[src/rtl/inst_sram_axi_rd_bridge_pkg.sv]
// Shared definitions for the instruction-fetch SRAM-to-AXI read bridge:
// AR state encoding, fixed AXI burst/size codes and the default read ID.
package inst_sram_axi_rd_bridge_pkg;

    typedef enum logic {
        AR_IDLE = 1'b0,
        AR_SEND = 1'b1
    } ar_state_e;

    localparam logic [1:0] AXI_BURST_INCR = 2'b01;
    localparam logic [2:0] AXI_SIZE_4B    = 3'b010;
    localparam logic [3:0] AXI_ID_DEFAULT = 4'd0;

endpackage

[src/rtl/inst_sram_axi_rd_bridge_os_counter.sv]
// Saturating up/down counter of reads accepted on the SRAM side but not yet
// returned on R. Simultaneous inc/dec leaves the count unchanged; a decrement
// at zero (protocol error upstream) holds at zero; the count never passes MAX.
module inst_rd_os_counter #(
    parameter int MAX = 2
) (
    input  logic clk,
    input  logic rst_n,
    input  logic inc,
    input  logic dec,
    output logic full
);

    localparam int CNT_W = (MAX < 1) ? 1 : $clog2(MAX + 1);

    logic [CNT_W-1:0] cnt_q;
    logic [CNT_W-1:0] cnt_d;

    // Next count: saturate at both ends, cancel on simultaneous inc/dec
    always_comb begin
        cnt_d = cnt_q;
        if (inc && !dec) begin
            if (cnt_q < CNT_W'(MAX)) begin
                cnt_d = cnt_q + CNT_W'(1);
            end
        end else if (dec && !inc) begin
            if (cnt_q != '0) begin
                cnt_d = cnt_q - CNT_W'(1);
            end
        end
    end

    // Count register
    always_ff @(posedge clk or negedge rst_n) begin
        if (!rst_n) begin
            cnt_q <= '0;
        end else begin
            cnt_q <= cnt_d;
        end
    end

    assign full = (cnt_q >= CNT_W'(MAX));

endmodule

[src/rtl/inst_sram_axi_rd_bridge.sv]
// Read-only bridge from the IF stage's SRAM-like instruction port to AXI4 AR/R.
// Single ID, single-beat bursts, at most MAX_OUTSTANDING reads in flight.
// Optional build macro INST_BRIDGE_RDATA_REG_EN: when defined the R beat is
// registered before reaching IF (data_ok one cycle after the R handshake);
// when undefined data_ok/rdata are driven straight from rvalid/rdata.
module inst_sram_axi_rd_bridge
    import inst_sram_axi_rd_bridge_pkg::*;
#(
    parameter int         ADDR_W          = 32,
    parameter int         DATA_W          = 32,
    parameter int         MAX_OUTSTANDING = 2,
    parameter logic [3:0] AXI_ID          = AXI_ID_DEFAULT
) (
    input  logic              clk,
    input  logic              resetn,
    // SRAM-like instruction port
    input  logic              inst_sram_req,
    input  logic              inst_sram_wr,
    input  logic [1:0]        inst_sram_size,
    input  logic [ADDR_W-1:0] inst_sram_addr,
    input  logic [3:0]        inst_sram_wstrb,
    input  logic [DATA_W-1:0] inst_sram_wdata,
    output logic              inst_sram_addr_ok,
    output logic              inst_sram_data_ok,
    output logic [DATA_W-1:0] inst_sram_rdata,
    // AXI AR channel
    output logic [3:0]        arid,
    output logic [ADDR_W-1:0] araddr,
    output logic [7:0]        arlen,
    output logic [2:0]        arsize,
    output logic [1:0]        arburst,
    output logic [1:0]        arlock,
    output logic [3:0]        arcache,
    output logic [2:0]        arprot,
    output logic              arvalid,
    input  logic              arready,
    // AXI R channel
    input  logic [3:0]        rid,
    input  logic [DATA_W-1:0] rdata,
    input  logic [1:0]        rresp,
    input  logic              rlast,
    input  logic              rvalid,
    output logic              rready
);

    ar_state_e         ar_state_q;
    logic              arvalid_q;
    logic [ADDR_W-1:0] araddr_q;
    logic [2:0]        arsize_q;

    logic addr_ok;
    logic r_hs;
    logic os_full;
    logic rid_match;

    // Writes, strobes, response code and rlast carry no information for a
    // single-beat read-only port; fold them into one sink.
    logic unused_inputs;
    assign unused_inputs = ^{inst_sram_wr, inst_sram_wstrb, inst_sram_wdata, rresp, rlast};

    // IF always has buffer space, so R is never back-pressured
    assign rready    = 1'b1;
    assign r_hs      = rvalid & rready;
    assign rid_match = (rid == AXI_ID);

    // Accept only when the AR slot is free and the in-flight budget allows it;
    // forced low while reset is asserted.
    assign addr_ok = resetn & inst_sram_req & (ar_state_q == AR_IDLE) & ~os_full;
    assign inst_sram_addr_ok = addr_ok;

    inst_rd_os_counter #(
        .MAX (MAX_OUTSTANDING)
    ) u_os_counter (
        .clk   (clk),
        .rst_n (resetn),
        .inc   (addr_ok),
        .dec   (r_hs),
        .full  (os_full)
    );

    // AR request FSM: capture payload on accept, hold it until arready
    always_ff @(posedge clk or negedge resetn) begin
        if (!resetn) begin
            ar_state_q <= AR_IDLE;
            arvalid_q  <= 1'b0;
            araddr_q   <= '0;
            arsize_q   <= '0;
        end else begin
            case (ar_state_q)
                AR_IDLE: begin
                    if (addr_ok) begin
                        araddr_q   <= inst_sram_addr;
                        arsize_q   <= {1'b0, inst_sram_size};
                        arvalid_q  <= 1'b1;
                        ar_state_q <= AR_SEND;
                    end
                end
                AR_SEND: begin
                    if (arready) begin
                        arvalid_q  <= 1'b0;
                        ar_state_q <= AR_IDLE;
                    end
                end
                default: begin
                    arvalid_q  <= 1'b0;
                    ar_state_q <= AR_IDLE;
                end
            endcase
        end
    end

    assign arid    = AXI_ID;
    assign araddr  = araddr_q;
    assign arlen   = 8'd0;
    assign arsize  = arsize_q;
    assign arburst = AXI_BURST_INCR;
    assign arlock  = 2'b00;
    assign arcache = 4'b0000;
    assign arprot  = 3'b000;
    assign arvalid = arvalid_q;

`ifdef INST_BRIDGE_RDATA_REG_EN
    logic              data_ok_q;
    logic              data_ok_d;
    logic [DATA_W-1:0] rdata_q;
    logic [DATA_W-1:0] rdata_d;

    // Next registered return: take a beat only on a handshake with our ID
    always_comb begin
        data_ok_d = r_hs & rid_match;
        rdata_d   = rdata_q;
        if (r_hs && rid_match) begin
            rdata_d = rdata;
        end
    end

    // Return register; reset drops any beat in flight
    always_ff @(posedge clk or negedge resetn) begin
        if (!resetn) begin
            data_ok_q <= 1'b0;
            rdata_q   <= '0;
        end else begin
            data_ok_q <= data_ok_d;
            rdata_q   <= rdata_d;
        end
    end

    assign inst_sram_data_ok = data_ok_q;
    assign inst_sram_rdata   = rdata_q;
`else
    // Zero-latency return; beats with a foreign ID or during reset are dropped
    assign inst_sram_data_ok = resetn & r_hs & rid_match;
    assign inst_sram_rdata   = rdata;
`endif

endmodule
[config.mk]
export PLATFORM = sky130hd
export DESIGN_NAME = inst_sram_axi_rd_bridge
export DESIGN_NICKNAME = d
export VERILOG_FILES = /design/src/rtl/inst_sram_axi_rd_bridge_pkg.sv /design/src/rtl/inst_sram_axi_rd_bridge_os_counter.sv /design/src/rtl/inst_sram_axi_rd_bridge.sv
export SDC_FILE = /design/constraint.sdc
export NUM_CORES = 1
export LEC_CHECK = 0
export ABC_AREA = 1
export CAP_MARGIN = 20
export CORE_MARGIN = 4
export CORE_UTILIZATION = 29
export CTS_CLUSTER_DIAMETER = 30
export DETAILED_ROUTE_END_ITERATION = 7
export PLACE_DENSITY = 0.91
export REMOVE_ABC_BUFFERS = 1
export SKIP_LAST_GASP = 1
export SYNTH_ARGS = -nofsm -noshare
export SYNTH_HDL_FRONTEND = slang
export SYNTH_HIERARCHICAL = 1
export SYNTH_SLANG_ARGS = --single-unit
[constraint.sdc]
create_clock -name clk -period 2.2 [get_ports clk]
set_input_delay 0.44 -clock clk [delete_from_list [all_inputs] [get_ports clk]]
set_output_delay 0.44 -clock clk [all_outputs]
set_load 0.02 [all_outputs]
# --- Word level (Yosys, flattened, before mapping) ---
# Index checks and enable logic that the tools add are counted.
op_classes:
  n_mux: 10
  addsub: 2
  eq_ne: 3
  bitwise: 7
  order_cmp: 2
  n_reduce_logical: 11
ops:
  columns: ["op", "n"]
  rows:
  - ["2-bit 2-to-1 mux", 4]
  - ["2-bit nonzero test", 3]
  - ["1-bit bitwise AND", 5]
  - ["4-bit zero test", 1]
  - ["1-bit 2-to-1 mux", 4]
  - ["2-bit != test (second input constant)", 2]
  - ["1-bit one-hot mux with 2 select lines", 2]
  - ["2-bit AND reduction", 2]
  - ["3-bit AND reduction", 1]
  - ["2-bit by 1-bit adder with 2-bit output (second input constant)", 1]
  - ["2-bit greater-or-equal comparator (second input constant)", 1]
  - ["1-bit logical AND", 2]
  - ["1-bit zero test", 2]
  - ["2-bit less-than comparator (second input constant)", 1]
  - ["2-bit by 1-bit != test with 1-bit output (second input constant)", 1]
  - ["1-bit NOT", 2]
  - ["2-bit by 1-bit subtractor with 2-bit output (second input constant)", 1]
word_totals:
  elab_cells: 40
  inputBits: 115
  regBits: 38

# --- Depth between registers and ports, before layout ---
logic_depth:
  ltp_word: 7
  depth_mapped: 12

# --- Modules after synthesis ---
# The synthesis kept the hierarchy.
by_module_without_submodules:
  columns: ["module", "instances", "area_each_um2", "cells_each", "seq_area_each_um2"]
  rows:
  - ["inst_sram_axi_rd_bridge", 1, 1923.1, 221, 900.9]
  - ["inst_rd_os_counter", 1, 143.9, 21, 50.0]

# --- Least setup slack after synthesis ---
# OpenSTA, ideal clock, no wires.
synth_path:
  path_kind: "register to register"
  from: "reg u_os_counter.cnt_q[1]"
  to: "reg u_os_counter.cnt_q[1]"
  path_buffers: 2
  setup_time_ns: 0.120
  t_arrival_ns: 1.634
  setup_slack_ns: 0.445
  required_time_ns: 2.080
  stages_incl_launch_ff: 13
  path_cell_list: "dfrtp_1 > clkbuf_1 > nor2_8 > nand2_8 > buf_6 > inv_2 > ha_1 > ha_1 > inv_1 > nand2_1 > nand2_1 > nand3_1 > nand2_1"
synth_via:
  elab_chain_cells: 7
  elab_cells_between_ends: 18
  cone_classes: "2 x add/sub; 2 x order compare; 1 x eq/ne; 4 x mux; 2 x bitwise; 7 x reduce/logical"
synth_lines:
  columns: ["item", "line_no", "source"]
  rows:
  - ["start: declaration", "inst_sram_axi_rd_bridge_os_counter.sv:16", "logic [CNT_W-1:0] cnt_q;"]
  - ["start signal: assignment", "inst_sram_axi_rd_bridge_os_counter.sv:38", "cnt_q <= cnt_d;"]
  - ["2-bit greater-or-equal comparator (*)", "inst_sram_axi_rd_bridge_os_counter.sv:42", "assign full = (cnt_q >= CNT_W'(MAX));"]
  - ["net os_full", "inst_sram_axi_rd_bridge.sv:53", "logic os_full;"]
  - ["1-bit NOT (*)", "inst_sram_axi_rd_bridge.sv:68", "assign addr_ok = resetn & inst_sram_req & (ar_state_q == AR_IDLE) & ~os_full;"]
  - ["1-bit bitwise AND (*)", "inst_sram_axi_rd_bridge.sv:68", null]
  - ["net inst_sram_addr_ok", "inst_sram_axi_rd_bridge.sv:23", "output logic inst_sram_addr_ok,"]
  - ["1-bit zero test", "inst_sram_axi_rd_bridge_os_counter.sv:26", "end else if (dec && !inc) begin"]
  - ["1-bit logical AND", "inst_sram_axi_rd_bridge_os_counter.sv:26", null]
  - ["2-bit nonzero test (no source line)", null, null]
  - ["3-bit AND reduction (no source line)", null, null]
# The timed path passes the listed nets; every way through them passes the cells marked *. The select of a mux whose other input is x is not followed.
# A chain may end at the register's enable or synchronous reset.

# --- Final worst setup path ---
layout_path:
  from: "in inst_sram_req"
  to: "out inst_sram_addr_ok"
layout_via:
  elab_chain_cells: 3
layout_lines:
  columns: ["item", "line_no", "source"]
  rows:
  - ["start: declaration", "inst_sram_axi_rd_bridge.sv:17", "input logic inst_sram_req,"]
  - ["1-bit bitwise AND (3 in a row)", "inst_sram_axi_rd_bridge.sv:68", null]
  - ["end: declaration", "inst_sram_axi_rd_bridge.sv:23", null]
# No other way between the ends.

==> results_dict.tcl <==
set metrics [dict create \
    synth-adder-area-share_pct 1.21 \
    crit_arrival_ps 1500 \
    ys.flop_type "dfrtp_1" \
    fill_cells 681 \
    die-area_mm2 0.00854 \
    crit_required_ps 1760 \
    yosysSeqAreaShare_pct 46.0 \
    top_layer_used "met5" \
    critPathBufInv 4 \
    power.density_mw_per_mm2 1250 \
    synth_top_area_share_pct 46.0 \
    htree_num_levels 2 \
    cts_sinks 38 \
    slew_violations 0 \
    drtIter0Drc 40 \
    grt_usage_pct 16.6 \
    drc 0 \
    insertion_delay_ps 280 \
    max-vdd-ir-drop_mv 0.434 \
    cp-end-kind "output port" \
    rows 30 \
    grt_max_degree 37 \
    routed_wl_mm 7.27 \
    grt_pass1_vias 1600 \
    path_cells "clkdlybuf4s50_1, nand2_1, inv_2, nand2_8, inv_2, dlygate4sd2_1" \
    cts_tree "yes" \
    setup_viol_count_final 0 \
    grt_pass1_wl_mm 10.3 \
    die_w_um 92.4 \
    final_nets 408 \
    critPathTopFamily "buffers and inverters" \
    hold_viol_final 0 \
    clock_path_buffers 2 \
    status "finished, final reports clean" \
    areaGrowthSynthToFinish_pct 30.1 \
    initial_core_util_pct 30.1 \
    min_period_ps 1940 \
    place_hpwl_mm 6.12 \
    finClkSkew_ps 2.46 \
    synth_edf_count 0 \
    n_antenna_cell 0 \
    wl_per_cell_um 18.8 \
    yosysWarnings 6 \
    routed-wl-met2_mm 3.49 \
    clk_pin_slew_ps 70 \
    grt_overflow 0 \
    synthArstFlopShare_pct 100 \
    place.gp.congestion 0.802 \
    drive_gt1_share_pct 5.50 \
    post-place-ws_ps -23.9 \
    synth_simple_gate_area_share_pct 26.1 \
    drv_cap 0 \
    yosysUniqueCellTypes 16 \
    setup.worst_path.start_class "input port" \
    ys_ff_latch 38 \
    avgSynthCellArea_um2 8.54 \
    critPathMaxFanout 2 \
    placed_area_mm2 0.00260 \
    cpMostUsedCell "inv_2" \
    cts_buffers 5 \
    ant_nets 0 \
    route.met3.wl_mm 1.62 \
    synth_most_common_cell "nand2_1" \
    hold_class "input port to asynchronous set/reset pin" \
    num_vias 1649 \
    power_leakage_uw 0.00135 \
    avgViaCountPerCell 4.26 \
    io_pins 209 \
    core_area_mm2 0.00687 \
    setup_ws_ps 257 \
    max_freq_ghz 0.515 \
    fin_crit_sh_pct 88.3 \
    firstDrtPassIters 4 \
    antenna_found_initial 0 \
    syn-instance-count 242 \
    root_buffer "clkbuf_8" \
    yosys-top-cells-area "dfrtp_1, buf_4, nand2_1, nand3_1, buf_6" \
    synth_top_family_by_area "simple AND/OR/NAND/NOR gates" \
    dieHeight_um 92.4 \
    rsz0062_at_grt "false" \
    yosys.area_share.xor_xnor_pct 0 \
    mappedNetlistArea_mm2 0.00207 \
    port_buffers 79 \
    synthTopCellsByCount "nand2_1, buf_4, dfrtp_1" \
    synth_compound_area_share_pct 0.726 \
    synth.largest_area_cell "dfrtp_1" \
    wl_met1_mm 2.04 \
    critical-path-max-stage-delay_ps 470 \
    path_class "input port to output port" \
    synth.area.mux_share_pct 0 \
    post_cts_buffers 0 \
    cpMaxStageDelayCell "clkdlybuf4s50_1" \
    final_area_mm2 0.00269 \
]
==> kinds of logic after synthesis <==
kind of cell / Yosys count
simple gates: 123
buf+inv: 74
flops: 38
compound gates: 3
fa+ha+maj: 2
other cells: 2
==> where the power goes <==
| part | internal [uW] | switching [uW] |
|---|---|---|
| registers | 1020 | 198 |
| clock network | 218 | 227 |
| logic | 765 | 936 |
==> per-stage QoR <==
step | util (%) | hold WS, ps | power [uW] | instances | TNS (ps)
detailed placement | 37.9 | 252 | 2950 | 379 | -23.9
global route | 39.1 | 191 | 3580 | 387 | 0
global placement | 37.9 | 253 | 2890 | 379 | 0
finish | 39.1 | 176 | 3370 | 387 | 0
floorplan | - | 144 | 2050 | 198 | 0
CTS | 39.1 | 173 | 3410 | 387 | 0
==> state kept, by name, summed over array words and instances, names as in the netlist <==
signal	cells
araddr	32
u_os_counter/cnt_q	2
ar_state_q	1
arsize	2
arvalid	1
==> layout make-up <==
type	instances	area, um^2	area share [%]
repair buffers	86	842	31.3
well taps	96	120	4.47
clock buffers	7	76.3	2.84
flip-flops and latches	38	951	35.4
inverters	7	26.3	0.977
multi-input cells	153	673	25.0
==> per-layer routing <==
metal  global-route usage (%)  vias to the layer above
met5                     5.13                        -
met4                     2.60                        2
met3                     16.7                        5
met2                     28.0                      111
met1                     13.7                      766
li1                         -                      765
==> cells in the final DEF, fill, tap and decap left out <==
master | netlist | routed
nand2_1 | 80 | 80
clkbuf_1 | 1 | 2
nand3_1 | 36 | 36
dfrtp_1 | 38 | 38
ha_1 | 2 | 2
conb_1 | 2 | 25
inv_1 | 5 | 5
nor2_1 | 5 | 5
clkdlybuf4s50_1 | 0 | 76
nand2_8 | 1 | 1
buf_2 | 3 | 1
dlymetal6s2s_1 | 0 | 1
dlygate4sd2_1 | 0 | 1
nor2_8 | 1 | 1
buf_4 | 60 | 6
o21ai_1 | 1 | 1
o21ai_0 | 2 | 2
clkbuf_8 | 0 | 5
dlygate4sd3_1 | 0 | 1
inv_2 | 2 | 2
==> what timing repair did <==
action	in CTS	in global routing
hold buffers	1	0
endpoints found under the setup margin	1	1
hold endpoints to repair	1	0
gates resized for setup	1	1
==> path summary, 6_finish.rpt <==
path                               startpoint               endpoint  slack (ps)  cells past startpoint
worst max-delay path            inst_sram_req      inst_sram_addr_ok         260                      6
worst min-delay path                   resetn             araddr[31]         180                      2
worst max register to register     ar_state_q  u_os_counter/cnt_q[1]         560                     11
worst min register to register     araddr[31]             araddr[31]         470                      2
max in group asynchronous              resetn              araddr[0]        1580                      2
min in group clk                   araddr[31]             araddr[31]         470                      2
Power figures use the tool's default switching activity.
